<file path="src/rtl/sa_accept.sv">
// Metropolis accept/reject stage with optional decision counters (SA_ACCEPT_STATS_EN).
// Latency: downhill result 1 cycle after req_valid, uphill result 2 cycles after prob capture.
// No backpressure: req_valid is dropped while busy, prob_valid is only honoured when awaited.
module sa_accept #(
  parameter logic [31:0] LFSR_SEED = 32'hACE12468
) (
  input  logic        clk,
  input  logic        rst,
  input  logic        req_valid,
  input  logic        req_downhill,
  input  logic [31:0] prob,
  input  logic        prob_valid,
  output logic        busy,
  output logic        result_valid,
  output logic        accept,
  output logic [7:0]  debug
`ifdef SA_ACCEPT_STATS_EN
  ,
  output logic [15:0] accept_count,
  output logic [15:0] reject_count
`endif
);

  localparam logic [31:0] SEED = (LFSR_SEED == 32'h0) ? 32'h00000001 : LFSR_SEED;
  localparam logic [31:0] POLY = 32'h80200003;

  typedef enum logic [1:0] {
    IDLE      = 2'd0,
    WAIT_PROB = 2'd1,
    CONVERT   = 2'd2,
    DECIDE    = 2'd3
  } state_t;

  typedef enum logic [1:0] {
    CLS_NORMAL = 2'd0,
    CLS_ACCEPT = 2'd1,
    CLS_REJECT = 2'd2
  } cls_t;

  state_t      state_q;
  cls_t        cls_q, cls_d;
  logic [31:0] prob_q;
  logic [31:0] f_q, f_d;
  logic [31:0] lfsr_q, lfsr_d;
  logic        dh_vld_q;
  logic        acc_q;
  logic        dec;
  logic [7:0]  exp_w;
  logic [7:0]  shamt;

  assign exp_w = prob_q[30:23];
  // shamt is k-1 = 126-e; only meaningful for the NORMAL range 1..126
  assign shamt = 8'd126 - exp_w;

  always_comb begin
    cls_d = CLS_NORMAL;
    f_d   = 32'h0;
    if (prob_q[31] || (exp_w == 8'h00) || ((exp_w == 8'hFF) && (prob_q[22:0] != 23'h0))) begin
      cls_d = CLS_REJECT;
    end else if (exp_w >= 8'd127) begin
      cls_d = CLS_ACCEPT;
    end else if (shamt < 8'd32) begin
      f_d = {1'b1, prob_q[22:0], 8'h00} >> shamt[4:0];
    end
  end

  always_comb begin
    case (cls_q)
      CLS_ACCEPT: dec = 1'b1;
      CLS_REJECT: dec = 1'b0;
      default:    dec = (lfsr_q < f_q);
    endcase
  end

  assign lfsr_d = {1'b0, lfsr_q[31:1]} ^ (lfsr_q[0] ? POLY : 32'h0);

  always_ff @(posedge clk or negedge rst) begin
    if (!rst) begin
      state_q  <= IDLE;
      cls_q    <= CLS_NORMAL;
      prob_q   <= 32'h0;
      f_q      <= 32'h0;
      lfsr_q   <= SEED;
      dh_vld_q <= 1'b0;
      acc_q    <= 1'b0;
    end else begin
      dh_vld_q <= 1'b0;
      case (state_q)
        IDLE: begin
          if (req_valid) begin
            if (req_downhill) begin
              dh_vld_q <= 1'b1;
              acc_q    <= 1'b1;
            end else if (prob_valid) begin
              prob_q  <= prob;
              state_q <= CONVERT;
            end else begin
              state_q <= WAIT_PROB;
            end
          end
        end
        WAIT_PROB: begin
          if (prob_valid) begin
            prob_q  <= prob;
            state_q <= CONVERT;
          end
        end
        CONVERT: begin
          f_q     <= f_d;
          cls_q   <= cls_d;
          state_q <= DECIDE;
        end
        DECIDE: begin
          // decision is visible this cycle; hold it and consume one random step
          acc_q   <= dec;
          lfsr_q  <= lfsr_d;
          state_q <= IDLE;
        end
        default: state_q <= IDLE;
      endcase
    end
  end

  assign busy         = (state_q != IDLE);
  assign result_valid = dh_vld_q | (state_q == DECIDE);
  assign accept       = (state_q == DECIDE) ? dec : acc_q;
  assign debug        = {state_q, cls_q, lfsr_q[3:0]};

`ifdef SA_ACCEPT_STATS_EN
  logic [15:0] acc_cnt_q;
  logic [15:0] rej_cnt_q;

  always_ff @(posedge clk or negedge rst) begin
    if (!rst) begin
      acc_cnt_q <= 16'h0;
      rej_cnt_q <= 16'h0;
    end else if (result_valid) begin
      if (accept) begin
        if (acc_cnt_q != 16'hFFFF) acc_cnt_q <= acc_cnt_q + 16'd1;
      end else begin
        if (rej_cnt_q != 16'hFFFF) rej_cnt_q <= rej_cnt_q + 16'd1;
      end
    end
  end

  assign accept_count = acc_cnt_q;
  assign reject_count = rej_cnt_q;
`endif

endmodule

</file>
<file path="config.mk">
export PLATFORM = sky130hd
export DESIGN_NAME = sa_accept
export DESIGN_NICKNAME = d
export VERILOG_FILES = /design/src/rtl/sa_accept.sv
export SDC_FILE = /design/constraint.sdc
export NUM_CORES = 1
export LEC_CHECK = 0
export CAP_MARGIN = 20
export CELL_PAD_IN_SITES_DETAIL_PLACEMENT = 0
export CELL_PAD_IN_SITES_GLOBAL_PLACEMENT = 1
export CORE_AREA = 4 4 149 151
export DETAILED_ROUTE_END_ITERATION = 10
export DIE_AREA = 0 0 153 155
export PLACE_DENSITY_LB_ADDON = 0.2
export SYNTH_ARGS = -nofsm -noshare
export SYNTH_HDL_FRONTEND = slang
export SYNTH_SLANG_ARGS = --single-unit
</file>
<file path="constraint.sdc">
create_clock -name clk -period 3.1 [get_ports clk]
set_input_delay 0.62 -clock clk [delete_from_list [all_inputs] [get_ports clk]]
set_output_delay 0.62 -clock clk [all_outputs]
set_load 0.03 [all_outputs]
</file>
==> key figures <==
Clock network
  • Clk root buf: clkbuf_16
  • Clock buffer count from CTS: 9
  • Hold Buf Count CTS: 0
  • Clock-pin slew on the worst setup and hold paths: 0.07 ns
  • H-tree depth: 3
  • Worst-Skew Late Latency: 0.36 ns
  • Clk sink count: 102
  • Longest Clk Path Bufs: 2
  • CTS tree: yes

Setup path
  • Setup crit start kind: register
  • Worst Path Arrival: 2.39 ns
  • CP required: 2.48 ns
  • Critical path class: register to output pin
  • Setup crit end kind: output pin
  • Worst-path maximum fanout: 3
  • Reg2Reg Setup Slack: 0.45 ns

Floorplanning
  • Die height: 155 um
  • Initial Util: 0.296
  • Row Count: 53
  • Core area: 20800 sq um
  • Die X: 153 um
  • Die Area: 23700 sq um
  • Io pins: 48

Placement
  • Placed cell areas: 6970 sq um
  • GP Congestion: 0.835
  • Port Buffer Count: 47
  • Cell Count Post-Placement: 860
  • DP Wirelength: 11700 um

Global route
  • Gr usage total: 0.133
  • First-pass GRT wire length: 25200 um
  • Vias in the first global route: 4478
  • Initial antenna violation count: 0
  • Overflow after GRT: 0
  • Largest net degree at the start of global routing: 58

Drt
  • Residual DRC: 0
  • Number of vias per cell: 4.99
  • ANT nets after route: 0
  • Final wirelength: 15500 um
  • Vias post-DR: 4374
  • Wire per inst: 17.7 um
  • Drt pass-1 iters: 4
  • First DRT Iteration DRCs: 251

Final layout
  • Post-route insts no fill: 877
  • Fin area: 7310 sq um
  • NumNets Final: 674
  • N_diodes: 0
  • Commonest non-fill, non-tap cell in the layout: dfrtp_1
  • Register Area: 2570 sq um
  • Layout cell share with drive strength beyond 1: 0.261
  • Commonest non-fill, non-tap cells in the layout: 89 x dfrtp_1, 73 x mux2_2, 45 x clkdlybuf4s50_1, 39 x ha_1
  • Area of the multi-input gates: 3360 sq um
  • Post-layout util: 0.351
  • Fillcell total: 2124
  • Layout area overhead: 18.8%

Synthesis
  • Synth warn: 0
  • Post-synth EDFFs: 0
  • Syn_area_per_cell: 11.1 sq um
  • Top FF cell, synth: dfrtp_1
  • Distinct cells, synth: 53
  • Post-synth ARST share: 1.00
  • Post-synthesis net count: 631
  • Sequential element share of the synthesized area: 0.417
  • Seq cells post-synth: 102
  • Synth Cell Area: 6150 sq um
  • Cells after Synth: 554

Hold path
  • Hold WC Path Type: primary input to async pin

Pwr
  • Switching Share: 0.447
  • PnR Total Power: 9290 uW
  • NetSw: 4150 uW
  • Power per Cell Area: 1270 nW/um^2
  • Register share of total power: 0.260
  • Leakage: 0.00299 uW
  • Maximum vdd ir drop: 0.468 mV
  • Clk network pwr share: 0.115
  • Combinational cell fraction of total power: 0.624
  • Internal power: 5140 uW

Job
  • Max-Cap Viols: 0

Timing
  • Final hold vios: 0
  • # setup viols final: 0
  • Max Freq: 0.332 GHz
  • Worst Hold Slack: 0.277 ns
  • Final worst path period share: 0.971
  • Pins Over Slew Limit: 0
  • Worst Tran Pin Value: 0.639 ns
  • Crit path time final: 3.01 ns
  • Slew HR: 0.574
  • Final Skew: 0.0111 ns

Run status
  • Status: complete, no violations
kinds of logic (layout without fill, tap and decap cells):
| kind of cell | after synthesis | in the layout | synth area share |
|---|---|---|---|
| AO/OA/AOI/OAI | 105 | 105 | 0.112 |
| XOR/XNOR | 11 | 11 | 0.0157 |
| adder cells (fa/ha/maj) | 40 | 40 | 0.0813 |
| buffers and inverters | 73 | 121 | 0.0502 |
| flip-flops | 102 | 102 | 0.417 |
| multiplexers | 106 | 106 | 0.230 |
| AND/OR/NAND/NOR | 117 | 117 | 0.0931 |
metal layers:
layer	share of wire	GRT usage	wire (um)	up-vias
met3	0.019	0.0184	297	20
met4	0.027	0.0543	421	0
met5	0	0	0	-
li1	-	-	-	2119
met2	0.48	0.216	7410	62
met1	0.48	0.181	7400	2173
through the flow:
stage | setup WS, ns | setup TNS [ns]
4_1_cts | 0.00150 | 0
5_1_grt | -0.00145 | -0.00145
3_5_place_dp | 0.283 | 0
2_1_floorplan | 0.00785 | 0
3_3_place_gp | 0.326 | 0
6_report | 0.0902 | 0
registers in the layout, summed over array words and instances (netlist names):
signal    count
lfsr_q       32
acc_q         1
dh_vld_q      1
f_q          32
prob_q       32
cls_q         2
state_q       2
layout make-up:
class / count / share of cell area
Clock buffer: 10 / 0.0313
Tap cell: 275 / 0.0471
Timing Repair Buffer: 67 / 0.0859
Sequential cell: 102 / 0.351
Multi-Input combinational cell: 379 / 0.460
Clock inverter: 6 / 0.00530
Inverter: 38 / 0.0195
synth_stat cells, types with 2 or more instances:
master     number  share of area
o2bb2ai_1       6         0.0085
o2111ai_1       2         0.0028
o22ai_1        22          0.022
xor2_1          5         0.0071
nand3_1        12         0.0098
a21o_1         10          0.012
a21oi_1        32          0.026
o21ai_0         8         0.0065
buf_2           7         0.0057
dfrtp_1        89           0.36
a31oi_1         5         0.0051
dfstp_2        13          0.056
o21a_1          3         0.0037
o32ai_1         4         0.0057
buf_4           5         0.0061
mux4_2         21          0.077
nand2b_1        5         0.0051
xnor2_1         6         0.0085
nor2_1         37          0.023
and4_1          3         0.0043
nand4_1         6         0.0061
mux2_2         73           0.13
nor4_1          6         0.0061
and3_1          3         0.0031
nor2b_1         5         0.0051
mux2i_1        12          0.020
inv_1          38          0.023
ha_1           40          0.081
buf_1           5         0.0031
clkbuf_1       17          0.010
nand2_1        25          0.015
nor3_1          8         0.0065
final timing paths:
kind,from,end,depth (start not counted)
max in group asynchronous,rst,lfsr_q[3],2
worst min register to register,lfsr_q[21],lfsr_q[21],2
worst max register to register,prob_q[23],f_q[7],8
worst min-delay path,rst,lfsr_q[18],1
worst max-delay path,lfsr_q[21],accept,8
min in group clk,lfsr_q[21],lfsr_q[21],2
power by group through the flow:
stage	Clock, uW	Combinational (uW)	Sequential (uW)
floorplan	0	4140	2270
global placement	0	5670	2420
detailed placement	0	5710	2440
CTS	1110	5760	2420
global route	1160	6400	2510
finish	1070	5800	2420
critical path, stage by stage (launching register included):
cell and delay, ns:
dfstp_2 0.57, ha_4 0.20, a21o_1 0.17, a21o_1 0.15, a221o_1 0.33, nand2_2 0.10, o2111ai_4 0.14, a31oi_1 0.20
buf_4 0.18
what timing repair did:
item / CTS / global route
cloned: 0 / 0
resized for setup: 4 / 7
pin swaps: 1 / 7
setup endpoints to repair: 1 / 1
buffers inserted: 0 / 1
Note: power is estimated with default switching activity, not from simulation.
